## src/rtl/cpu_debug_ctrl.sv

```systemverilog
// Debug/sequencing controller for toycpu: byte command stream in, status/PC bytes out.
// Halts, runs or single-steps the core via cpu_run and loads imem while halted.
module cpu_debug_ctrl #(
   parameter int unsigned ADDR_W = 7,
   parameter int unsigned STEP_W = 8
) (
   input  logic              clk,
   input  logic              rst,
   input  logic              cmd_valid,
   output logic              cmd_ready,
   input  logic [7:0]        cmd_data,
   output logic              rsp_valid,
   input  logic              rsp_ready,
   output logic [7:0]        rsp_data,
   input  logic [15:0]       pc,
   output logic              cpu_run,
   output logic              imem_we,
   output logic [ADDR_W-1:0] imem_addr,
   output logic [15:0]       imem_wdata,
   output logic              halted
);

   localparam logic [7:0] OpHalt   = 8'h01;
   localparam logic [7:0] OpRun    = 8'h02;
   localparam logic [7:0] OpStep   = 8'h03;
   localparam logic [7:0] OpWrite  = 8'h04;
   localparam logic [7:0] OpReadPc = 8'h05;
   localparam logic [7:0] StatOk   = 8'h00;
   localparam logic [7:0] StatErr  = 8'hEE;

   typedef enum logic [2:0] {
      StHalted, StRunning, StArg, StStepping, StWrite, StRsp
   } state_e;

   state_e            state;
   logic              ret_run;
   logic              arg_step;
   logic [1:0]        arg_cnt;
   logic [STEP_W:0]   step_cnt;
   logic              rsp_two;
   logic [7:0]        rsp_next;
   logic              cmd_fire;

   assign cmd_ready = (state == StHalted) || (state == StRunning) || (state == StArg);
   assign cmd_fire  = cmd_valid && cmd_ready;

   always_ff @(posedge clk or posedge rst) begin
      if (rst) begin
         state      <= StHalted;
         ret_run    <= 1'b0;
         arg_step   <= 1'b0;
         arg_cnt    <= '0;
         step_cnt   <= '0;
         rsp_two    <= 1'b0;
         rsp_next   <= '0;
         rsp_valid  <= 1'b0;
         rsp_data   <= '0;
         cpu_run    <= 1'b0;
         halted     <= 1'b1;
         imem_we    <= 1'b0;
         imem_addr  <= '0;
         imem_wdata <= '0;
      end else begin
         case (state)
            StHalted, StRunning: begin
               if (cmd_fire) begin
                  ret_run <= (state == StRunning);
                  rsp_two <= 1'b0;
                  case (cmd_data)
                     OpHalt: begin
                        cpu_run   <= 1'b0;
                        halted    <= 1'b1;
                        ret_run   <= 1'b0;
                        rsp_valid <= 1'b1;
                        rsp_data  <= StatOk;
                        state     <= StRsp;
                     end
                     OpRun: begin
                        cpu_run   <= 1'b1;
                        halted    <= 1'b0;
                        ret_run   <= 1'b1;
                        rsp_valid <= 1'b1;
                        rsp_data  <= StatOk;
                        state     <= StRsp;
                     end
                     OpStep: begin
                        arg_step <= 1'b1;
                        arg_cnt  <= 2'd1;
                        state    <= StArg;
                     end
                     OpWrite: begin
                        arg_step <= 1'b0;
                        arg_cnt  <= 2'd3;
                        state    <= StArg;
                     end
                     OpReadPc: begin
                        rsp_valid <= 1'b1;
                        rsp_data  <= pc[15:8];
                        rsp_next  <= pc[7:0];
                        rsp_two   <= 1'b1;
                        state     <= StRsp;
                     end
                     default: begin
                        rsp_valid <= 1'b1;
                        rsp_data  <= StatErr;
                        state     <= StRsp;
                     end
                  endcase
               end
            end
            StArg: begin
               if (cmd_fire) begin
                  arg_cnt <= 2'(arg_cnt - 2'd1);
                  if (arg_step) begin
                     if (ret_run) begin
                        rsp_valid <= 1'b1;
                        rsp_data  <= StatErr;
                        state     <= StRsp;
                     end else begin
                        // A zero count encodes the full 2^STEP_W steps.
                        step_cnt <= (cmd_data[STEP_W-1:0] == '0) ? {1'b1, {STEP_W{1'b0}}}
                                                                  : {1'b0, cmd_data[STEP_W-1:0]};
                        cpu_run  <= 1'b1;
                        halted   <= 1'b0;
                        state    <= StStepping;
                     end
                  end else begin
                     case (arg_cnt)
                        2'd3: if (!ret_run) imem_addr <= cmd_data[ADDR_W-1:0];
                        2'd2: if (!ret_run) imem_wdata[15:8] <= cmd_data;
                        default: begin
                           if (ret_run) begin
                              rsp_valid <= 1'b1;
                              rsp_data  <= StatErr;
                              state     <= StRsp;
                           end else begin
                              imem_wdata[7:0] <= cmd_data;
                              imem_we         <= 1'b1;
                              state           <= StWrite;
                           end
                        end
                     endcase
                  end
               end
            end
            StStepping: begin
               step_cnt <= step_cnt - (STEP_W + 1)'(1);
               if (step_cnt == (STEP_W + 1)'(1)) begin
                  cpu_run   <= 1'b0;
                  halted    <= 1'b1;
                  rsp_valid <= 1'b1;
                  rsp_data  <= StatOk;
                  state     <= StRsp;
               end
            end
            StWrite: begin
               imem_we   <= 1'b0;
               rsp_valid <= 1'b1;
               rsp_data  <= StatOk;
               state     <= StRsp;
            end
            StRsp: begin
               if (rsp_ready) begin
                  if (rsp_two) begin
                     rsp_data <= rsp_next;
                     rsp_two  <= 1'b0;
                  end else begin
                     rsp_valid <= 1'b0;
                     state     <= ret_run ? StRunning : StHalted;
                  end
               end
            end
            default: state <= StHalted;
         endcase
      end
   end

endmodule

```

## config.mk

```make
export PLATFORM = sky130hd
export DESIGN_NAME = cpu_debug_ctrl
export DESIGN_NICKNAME = d
export VERILOG_FILES = /design/src/rtl/cpu_debug_ctrl.sv
export SDC_FILE = /design/constraint.sdc
export NUM_CORES = 1
export LEC_CHECK = 0
export ABC_AREA = 1
export BUFFER_PORTS_ARGS = -buffer_cell sky130_fd_sc_hd__buf_2
export CAP_MARGIN = 20
export CORE_UTILIZATION = 40
export CTS_CLUSTER_SIZE = 14
export DETAILED_ROUTE_END_ITERATION = 8
export GPL_TIMING_DRIVEN = 0
export PLACE_DENSITY_LB_ADDON = 0.05
export SYNTH_ARGS = -nofsm -noshare
export SYNTH_HDL_FRONTEND = slang
export SYNTH_SLANG_ARGS = --single-unit
```

## constraint.sdc

```tcl
create_clock -name clk -period 1.7 [get_ports clk]
set_clock_uncertainty 0.05 [all_clocks]
set_input_delay 0.085 -clock clk [delete_from_list [all_inputs] [get_ports clk]]
set_output_delay 0.085 -clock clk [all_outputs]
set_load 0.05 [all_outputs]
```

==> metrics, run 1 <==
run status finished clean; maximum count of clock buffers along a single path 2; kind of launch point of the worst setup path flop; leakage power figure about 2.2 nW; Post-Syn Instances slightly below 400; count of max-cap constraint violations 0; netlist area before placement 3130 sq um; Core ar. 7410 sq um; Design Area, Final 4090 sq um; relative area change from synthesis to final layout 30.6%; share of final-layout standard cells stronger than drive strength 1 29.1%; highest ir drop seen on vdd 0.648 mV; arithmetic-cell share of the synthesized area counting full adders, half adders and majority gates under 10%; fraction of registers with async set or reset after synthesis between 90% and 100%; count of cell types in the netlist 27; pin count of the biggest net entering global routing 34; WHS Path Cells 5; post-synthesis sequential element count 60; yosys synthesis warning count 0; Slew HR about three fifths; area share of and/or/nand/nor cells after synthesis between 20% and 30%; Reg-to-Reg End rsp_data[7]$_DFFE_PP0P_; Worst Max-Slew Pin Slew 620 ps; # setup viols final 0; number of top-level design ports 64; largest family of logic cells by synthesized area simple AND/OR/NAND/NOR gates; EDFF count, synth 0; vias post-DR 2942; buffering stage count on the worst path with inverters included 5; DP Wirelength 5620 microns; arrival time of data at the critical path endpoint about 1900 ps; highest clock rate a little under 600 MHz; crit path kind flop to flop; standard cell with the maximum stage delay on the critical path sky130_fd_sc_hd__dfrtp_2; Placed Area 3590 sq um; Worst Path Required 1880 ps; register area share after synthesis 48.0%; number of port buffers 63; root buffer selected by CTS sky130_fd_sc_hd__clkbuf_8; number of clock buffers inserted by TritonCTS 9; area of the die 8180 sq um; Vias/cell slightly below 5; H-tree depth reported by CTS 3; starting utilization of the core area a little over two fifths; chip width 90.5 microns; worst-case hold slack 13.7 ps; portion of the clock cycle consumed by the worst path in the final layout a little over nine tenths; clock insertion delay at the later pin of the skew report 340 ps; hold path start pc[12]; mean area per synthesized cell a little under 8 sq um; Critical Path Max Stage Delay 450 ps; family with the most delay on the worst path simple AND/OR/NAND/NOR gates; vias in the first global route about 2700; Global Route Usage Sum 20.4%; Remaining DRCs 0; clock-pin slew on the worst setup and hold paths roughly 70 ps; fin nets between 500 and 600; max-slew violations 0; Num Clock Sinks 60; Antenna Nets Post-Route 0; worst-case setup margin in the final layout slightly above 20 ps; hold-critical path endpoint rsp_data[4]$_DFFE_PP0P_; DIE HEIGHT 90.5 microns; multiplexer share of the synthesized area 2.88%; area fraction in compound gates after synthesis between 10% and 20%; Worst setup EP type flop; area share of xor/xnor cells in the synthesized design 0%; RSZ-0062 raised after global routing true; GPL Wtd Cong 0.818; time the final worst path needs with I/O delays and setup 1680 ps; standard-cell row count 31; top_reg_cell synth sky130_fd_sc_hd__dfrtp_1; TritonCTS clock tree done; router iterations before antenna repair 4; routed length per placed instance 13.5 microns; number of nets produced by synthesis 428; power density over the cells about 1300 nW/um^2; Total Routed Length roughly 8100 microns; Setup Total Neg Slack 0 ps; worst slack, placed -166 ps; total global routing overflow 0; Iter 0 DRT Violations ~120; register-to-register setup slack 20 ps; n_diodes 0; top fanout value on the critical path 8; initial antenna violation count 0; CP cell instances buf_4, inv_2, nand3_2, inv_2, nand2_1, nand2_2, inv_2, nand3_4, inv_4, nand2_1, nand2_1; global-route wire length before repair 13000 microns; Final Hold Violating Endpoints 0; path class of the lowest-slack min-delay path input port to flop; worst r2r path cells 11; origin of the critical flop-to-flop path state[2]$_DFFE_PP0P_
## sequential cells by signal (all words and copies together), names as in the netlist
signal      flops
imem_wdata     16
rsp_two         1
state           3
imem_we         1
rsp_next        8
step_cnt        9
ret_run         1
arg_step        1
rsp_data        8
halted          1
rsp_valid       1
arg_cnt         2
imem_addr       7
cpu_run         1
## layout make-up
| class | instances | area, sq um |
|---|---|---|
| fill | 730 | 3320 |
| sequential | 60 | 1510 |
| multi-input combinational | 286 | 1490 |
| timing repair buffer | 86 | 529 |
| inverter | 42 | 160 |
| clock buffer | 12 | 155 |
| tap | 99 | 124 |
| buffer | 9 | 77.6 |
| clock inverter | 4 | 47.5 |
## Yosys cell counts (2+ instances only)
cell,n,share of area [%]
sky130_fd_sc_hd__dfrtp_1,59,47
sky130_fd_sc_hd__nor2_1,25,3.0
sky130_fd_sc_hd__nand3_1,28,4.5
sky130_fd_sc_hd__nor2_4,3,1.1
sky130_fd_sc_hd__nand4_1,4,0.80
sky130_fd_sc_hd__ha_1,4,1.6
sky130_fd_sc_hd__buf_6,2,0.72
sky130_fd_sc_hd__buf_2,5,0.80
sky130_fd_sc_hd__inv_1,36,4.3
sky130_fd_sc_hd__nand3b_1,7,1.7
sky130_fd_sc_hd__o22ai_1,2,0.40
sky130_fd_sc_hd__o21ai_0,43,6.9
sky130_fd_sc_hd__nor2_2,3,0.60
sky130_fd_sc_hd__inv_2,6,0.72
sky130_fd_sc_hd__a21oi_1,18,2.9
sky130_fd_sc_hd__buf_4,2,0.48
sky130_fd_sc_hd__mux2_2,8,2.9
sky130_fd_sc_hd__a31oi_1,3,0.60
sky130_fd_sc_hd__nand2_1,130,16
## cell families (layout without fill, tap and decap cells)
kind of cell,after synthesis,in the layout
multiplexers,8,8
buffers and inverters,51,153
flip-flops,60,60
adder cells (fa/ha/maj),4,4
AO/OA/AOI/OAI,68,68
AND/OR/NAND/NOR,205,206
## tightest hold or removal path, delay by kind of cell
kind | cells | cell delay (ps)
buffers and inverters | 1 | 80
and+or+nand+nor | 4 | 200
## cells in the final DEF (no fill, tap or decap), drive strengths merged
master / netlist / final
clkinv: 0 / 2
dfstp: 1 / 1
o21ai: 44 / 44
dfrtp: 59 / 59
o211ai: 1 / 1
dlygate4sd3: 0 / 9
nor4: 1 / 1
a31oi: 3 / 3
buf: 9 / 83
o22ai: 2 / 2
mux2: 8 / 8
nand3b: 7 / 7
ha: 4 / 4
clkbuf: 0 / 15
bufinv: 0 / 1
nand4: 4 / 4
nand2: 132 / 132
nand3: 30 / 31
a21oi: 18 / 18
inv: 42 / 42
nor2: 31 / 31
clkinvlp: 0 / 1
## per-layer routing
metal	GRT usage [%]	vias to the layer above	share of wire [%]
li1	-	1481	-
met1	28.7	1403	48
met2	30.7	54	47
met3	3.96	4	4.4
met4	8.06	0	0.73
met5	0	-	0
## stage by stage
step / instances / power, mW / util (%)
2_1_floorplan: 396 / 3.25 / -
3_3_place_gp: 558 / 3.67 / 48.2
3_5_place_dp: 559 / 3.69 / 48.5
4_1_cts: 589 / 5.15 / 53.5
5_1_grt: 598 / 5.60 / 55.2
6_report: 598 / 5.26 / 55.2
## where the power goes
| group | switching, mW | internal [mW] |
|---|---|---|
| Sequential | 0.187 | 1.69 |
| Clock | 0.575 | 0.753 |
| Combinational | 1.42 | 0.638 |
## how the worst max path moves through the flow
stage | from | to | slack [ps] | cells after the start
floorplan | rst | arg_cnt[0]$_DFFE_PP0P_ | 80 | 1
global placement | rst | step_cnt[3]$_DFFE_PP0P_ | -760 | 2
detailed placement | state[2]$_DFFE_PP0P_ | rsp_next[5]$_DFFE_PP0P_ | -170 | 5
CTS | state[0]$_DFFE_PP0P_ | imem_wdata[8]$_DFFE_PP0P_ | 9 | 8
global route | state[2]$_DFFE_PP0P_ | rsp_data[7]$_DFFE_PP0P_ | -80 | 9
finish | state[2]$_DFFE_PP0P_ | rsp_data[7]$_DFFE_PP0P_ | 20 | 11
## repair_timing
item / in CTS / in global routing
setup endpoints to repair: 44 / 53
hold buffers: 9 / 0
endpoints found under the hold margin: 35 / 0
gates cloned: 1 / 0
gates resized for setup: 13 / 21
pin swaps: 5 / 10
buffers inserted: 4 / 9
(Power assumes the default switching activity.)
==> run 2: changes to the inputs <==
RECOVER_POWER = 100   (was not set)
==> run 2 against run 1 <==
Net effect: setup slack better by 2.1 ps; worst hold slack lost 0.85 ps; die area is the same; wire length rose by 0.46%; fmax is 0.13% higher; final area shrank 1.3%; non-clock buffer count did not move; clock power is essentially flat; power is 0.60% lower; count of clock-buffer cells in the layout unchanged; sequential power about the same; highest routed layer unchanged.
==> metrics, run 2 (synthesis gave the netlist of run 1 again) <==
routed length per placed instance 13.6 microns; number of port buffers 63; n_diodes 0; Core ar. 7410 sq um; pin count of the biggest net entering global routing 34; Vias/cell 4.92; share of final-layout standard cells stronger than drive strength 1 21.8%; Final Hold Violating Endpoints 0; CP cell instances buf_4, inv_2, nand3_2, inv_2, nand2_1, nand2_2, inv_2, nand3_4, inv_4, nand2_1, nand2_1; # setup viols final 0; root buffer selected by CTS sky130_fd_sc_hd__clkbuf_8; power after layout 5.23 mW; Largest register FFs 16; placed cell count 559; Setup Total Neg Slack 0 ps; Design Area, Final 4040 sq um; relative area change from synthesis to final layout 28.9%; path class of the lowest-slack min-delay path input port to flop; Global Route Usage Sum 20.4%; worst-case setup margin in the final layout 22.2 ps; area of the multi-input gates 1490 sq um; Crit path depth 11; Critical Path Max Stage Delay 450 ps; H-tree depth reported by CTS 3; worst slack, placed -166 ps; TritonCTS clock tree done; biggest regs imem_wdata x16, step_cnt x9; arrival time of data at the critical path endpoint 1860 ps; Slew HR approximately 28%; starting utilization of the core area 42.3%; WHS Path Cells 5; Remaining DRCs 0; Num Clock Sinks 60; Placed Area 3590 sq um; clock-pin slew on the worst setup and hold paths roughly 70 ps; initial antenna violation count 0; total area of sequential cells 1510 sq um; count of max-cap constraint violations 0; buffering stage count on the worst path with inverters included 5; DP Wirelength 5620 microns; vias post-DR 2942; Iter 0 DRT Violations 97; router iterations before antenna repair 4; highest clock rate 596 MHz; max-slew violations 0; number of top-level design ports 64; global-route wire length before repair 13000 microns; number of clock buffers inserted by TritonCTS 9; area of the die 8180 sq um; kind of launch point of the worst setup path flop; non-filler instance count after layout 598; vias in the first global route 2689; most common cell after layout, fill and taps aside sky130_fd_sc_hd__nand2_1; Antenna Nets Post-Route 0; maximum count of clock buffers along a single path 2; run status finished clean; family with the most delay on the worst path simple AND/OR/NAND/NOR gates; time the final worst path needs with I/O delays and setup 1680 ps; Worst Max-Slew Pin Slew 1080 ps; launch point of the critical path state[2]$_DFFE_PP0P_; Reg with most FFs imem_wdata; RSZ-0062 raised after global routing true; clock insertion delay at the later pin of the skew report 340 ps; standard cell with the maximum stage delay on the critical path sky130_fd_sc_hd__dfrtp_2; power density over the cells 1300 nW/um^2; Total Routed Length 8110 microns; origin of the critical flop-to-flop path state[2]$_DFFE_PP0P_; worst r2r path cells 11; DIE HEIGHT 90.5 microns; Worst Path Required about 1900 ps; leakage power figure between 2 and 2.5 nW; highest ir drop seen on vdd approximately 0.64 mV; hold path start pc[12]; standard-cell row count 31; # fillers 754; GPL Wtd Cong 0.818; total global routing overflow 0; crit path kind flop to flop; fin nets between 500 and 600; portion of the clock cycle consumed by the worst path in the final layout between 90 and 100%; chip width a little over 90 microns; Worst setup EP type flop; top fanout value on the critical path 8; most frequent cells in the layout 124 x sky130_fd_sc_hd__nand2_1, 57 x sky130_fd_sc_hd__dfrtp_1, 42 x sky130_fd_sc_hd__o21ai_0, 36 x sky130_fd_sc_hd__clkbuf_1, 34 x sky130_fd_sc_hd__inv_1
## run 2: changes by cell type in the layout (fill, tap and decap cells not counted), sizes merged
cell | before | now
buf | 83 | 48
clkbuf | 15 | 50
## run 2: worst paths after layout
kind / slack (ps) / end
max: 20 / rsp_data[7]$_DFFE_PP0P_
min: 10 / rsp_data[4]$_DFFE_PP0P_
max reg2reg: 20 / rsp_data[7]$_DFFE_PP0P_
min reg2reg: 420 / halted$_DFFE_PP1P_
max in group asynchronous: 190 / halted$_DFFE_PP1P_
min in group asynchronous: 510 / imem_wdata[12]$_DFFE_PP0P_
## run 2: cell type report
cell class | count | share of cell area (%)
buffer | 9 | 1.92
tap | 99 | 3.07
timing repair buffer | 86 | 11.8
sequential | 60 | 37.3
clock inverter | 4 | 1.18
multi-input combinational | 286 | 36.9
inverter | 42 | 3.97
clock buffer | 12 | 3.84
## run 2: per-stage QoR
stage                     utilization (%)  hold WS [ps]
final                                54.5          12.9
after detailed placement             48.5           150
after CTS                            53.5          9.55
after global placement               48.2           268
after floorplan                         -           186
after global routing                 54.5          32.3
## run 2: worst reg2reg max path, delay by kind of cell, from the launching register on
| kind | cells | cell delay (ps) |
|---|---|---|
| buf+inv | 5 | 530 |
| flops | 1 | 450 |
| simple gates | 6 | 540 |
## run 2: power by group
group,internal (mW),leakage (nW),switching (mW)
sequential,1.69,0.763,0.190
clock,0.753,0.102,0.577
combinational,0.601,1.19,1.42
total,3.04,2.05,2.19
## run 2: repair_timing
action	CTS	global route
cloned	1	0
setup buffers	4	9
endpoints found under the setup margin	44	53
pin swaps	5	10
hold buffers	9	0
endpoints found under the hold margin	35	0
resized for setup	13	21
## run 2: metal layers
metal | wire length (microns) | global-route usage (%) | up-vias
li1 | - | - | 1481
met1 | 3880 | 28.7 | 1400
met2 | 3800 | 30.7 | 57
met3 | 379 | 3.96 | 4
met4 | 59 | 8.06 | 0
met5 | 0 | 0 | -
==> run 3: changes to the inputs <==
CORE_UTILIZATION = 44   (was 40)
==> run 3 against run 2 <==
Net effect: first-iteration DRC count rose by 58%; fmax barely moved; final cell count fell by 1.3%; flip-flop and latch count did not move; register-to-register slack barely moved; critical path depth fell by 1; via count fell by 1.2%; count of clock-buffer cells in the layout fell by 1; sequential power barely moved; largest power group unchanged; die area fell by 8.9%; utilization rose by 4.1 points; global-route usage rose by 2.3 points.
==> metrics, run 3 (synthesis gave the netlist of run 1 again) <==
number of clock buffers inserted by TritonCTS 9; Worst setup EP type flop; H-tree depth reported by CTS 3; root buffer selected by CTS sky130_fd_sc_hd__clkbuf_8; Iter 0 DRT Violations 153; biggest regs imem_wdata x16, step_cnt x9; Core ar. 6830 sq um; Placed Area 3590 sq um; Reg with most FFs imem_wdata; starting utilization of the core area 45.8%; clock-pin slew on the worst setup and hold paths around 70 ps; Largest register FFs 16; # setup viols final 0; buffering stage count on the worst path with inverters included 1; path class of the lowest-slack min-delay path input port to flop; leakage power figure 2.02 nW; GPL Wtd Cong 0.834; Vias/cell ~4.9; most common cell after layout, fill and taps aside sky130_fd_sc_hd__nand2_1; chip width around 86 microns; # fillers roughly 680; vias in the first global route 2715; family with the most delay on the worst path simple AND/OR/NAND/NOR gates; standard-cell row count 30; Final Hold Violating Endpoints 0; clock insertion delay at the later pin of the skew report 340 ps; Remaining DRCs 0; Num Clock Sinks 60; most frequent cells in the layout 123 x sky130_fd_sc_hd__nand2_1, 57 x sky130_fd_sc_hd__dfrtp_1, 38 x sky130_fd_sc_hd__o21ai_0, 37 x sky130_fd_sc_hd__clkbuf_1, 34 x sky130_fd_sc_hd__inv_1; fin nets ~520; portion of the clock cycle consumed by the worst path in the final layout between 90% and 100%; TritonCTS clock tree done; Global Route Usage Sum a little under a quarter; run status finished clean; Worst Path Required 1930 ps; vias post-DR 2906; kind of launch point of the worst setup path flop; global-route wire length before repair 12900 microns; relative area change from synthesis to final layout 27.7%; worst r2r path cells 10; total global routing overflow 0; Total Routed Length 8000 microns; CP cell instances ha_2, nor2_4, nor2_1, nand2_2, nand2_2, nor2_4, nand3_4, inv_6, nand2_1, nand2_1; area of the die around 7500 sq um; RSZ-0062 raised after global routing true; final design utilization roughly 59%; power density over the cells 1290 nW/um^2; standard cell with the maximum stage delay on the critical path sky130_fd_sc_hd__dfrtp_1; Slew HR 25.4%; initial antenna violation count 0; max-slew violations 0; router iterations before antenna repair 4; Crit path depth 10; DP Wirelength 5440 microns; count of max-cap constraint violations 0; crit path kind flop to flop; register-to-register setup slack between 20 and 25 ps; Worst Max-Slew Pin Slew 1120 ps; Antenna Nets Post-Route 0; Critical Path Max Stage Delay 420 ps; maximum count of clock buffers along a single path 2; arrival time of data at the critical path endpoint 1910 ps; highest clock rate 596 MHz; highest ir drop seen on vdd 0.981 mV; number of port buffers 63; time the final worst path needs with I/O delays and setup ~1700 ps; n_diodes 0; top fanout value on the critical path 8; DIE HEIGHT between 80 and 90 microns; pin count of the biggest net entering global routing 34; Design Area, Final roughly 4000 sq um; WHS Path Cells 5; number of top-level design ports 64; routed length per placed instance 13.6 microns; share of final-layout standard cells stronger than drive strength 1 21.5%; worst-case hold slack 8.62 ps
-- run 3: cell types whose count changed in the layout (fill, tap and decap cells not counted), moves of 2 or more --
cell                       delta
sky130_fd_sc_hd__nand2_2      +2
sky130_fd_sc_hd__o21ai_1      +3
sky130_fd_sc_hd__o21ai_0      -4
sky130_fd_sc_hd__clkbuf_8     -2
sky130_fd_sc_hd__buf_2        +2
sky130_fd_sc_hd__buf_4        -6
sky130_fd_sc_hd__clkbuf_4     -2
-- run 3: metrics by stage --
step	setup TNS (ps)	setup slack (ps)	power [mW]	cells
finish	0	21.2	5.16	590
global route	-795	-99.3	5.47	590
CTS	0	0.558	5.11	587
detailed placement	-3660	-133	3.69	556
global placement	-45800	-720	3.66	555
floorplan	0	82.0	3.25	396
-- run 3: power by group --
part	switching, mW	internal (mW)	total, mW
clock network	0.572	0.670	1.24
registers	0.202	1.69	1.89
logic	1.44	0.587	2.03
total	2.21	2.95	5.16
-- run 3: worst reg2reg max path: cells and delay by family, from the launching register on --
| family | cells | cell delay [ps] |
|---|---|---|
| flip-flops | 1 | 420 |
| adder cells (fa/ha/maj) | 1 | 220 |
| buffers and inverters | 1 | 120 |
| AND/OR/NAND/NOR | 8 | 820 |
-- run 3: path summary, 6_finish.rpt --
path                                              from                       end
worst max register to register  arg_cnt[1]$_DFFE_PP0P_   rsp_data[6]$_DFFE_PP0P_
max in group asynchronous                          rst        halted$_DFFE_PP1P_
worst max-delay path            arg_cnt[1]$_DFFE_PP0P_   rsp_data[6]$_DFFE_PP0P_
min in group asynchronous                          rst  imem_addr[6]$_DFFE_PP0P_
worst min-delay path                             pc[8]   rsp_data[0]$_DFFE_PP0P_
worst min register to register      halted$_DFFE_PP1P_        halted$_DFFE_PP1P_
-- run 3: area by class of cell --
class / instances / area, sq um / share of cell area [%]
buffer: 9 / 78.8 / 1.97
clock buffer: 11 / 131 / 3.29
clock inverter: 5 / 52.6 / 1.31
inverter: 42 / 165 / 4.13
multi-input combinational: 286 / 1510 / 37.6
sequential: 60 / 1510 / 37.6
tap: 96 / 120 / 3.00
timing repair buffer: 81 / 440 / 11.0
-- run 3: timing repair --
item / 4_1_cts / 5_1_grt
gates cloned: 1 / 0
endpoints found under the hold margin: 35 / 0
setup buffers: 5 / 3
hold buffers: 9 / 0
endpoints found under the setup margin: 44 / 51
pin swaps: 6 / 8
gates resized for setup: 14 / 27
-- run 3: routing by layer --
layer	up-vias	part of all wire, %	track usage [%]	wire length (microns)
li1	1475	-	-	-
met1	1343	47	31.3	3790
met2	80	46	35.6	3690
met3	8	5.3	3.33	428
met4	0	1.2	10.0	93
met5	-	0	0	0
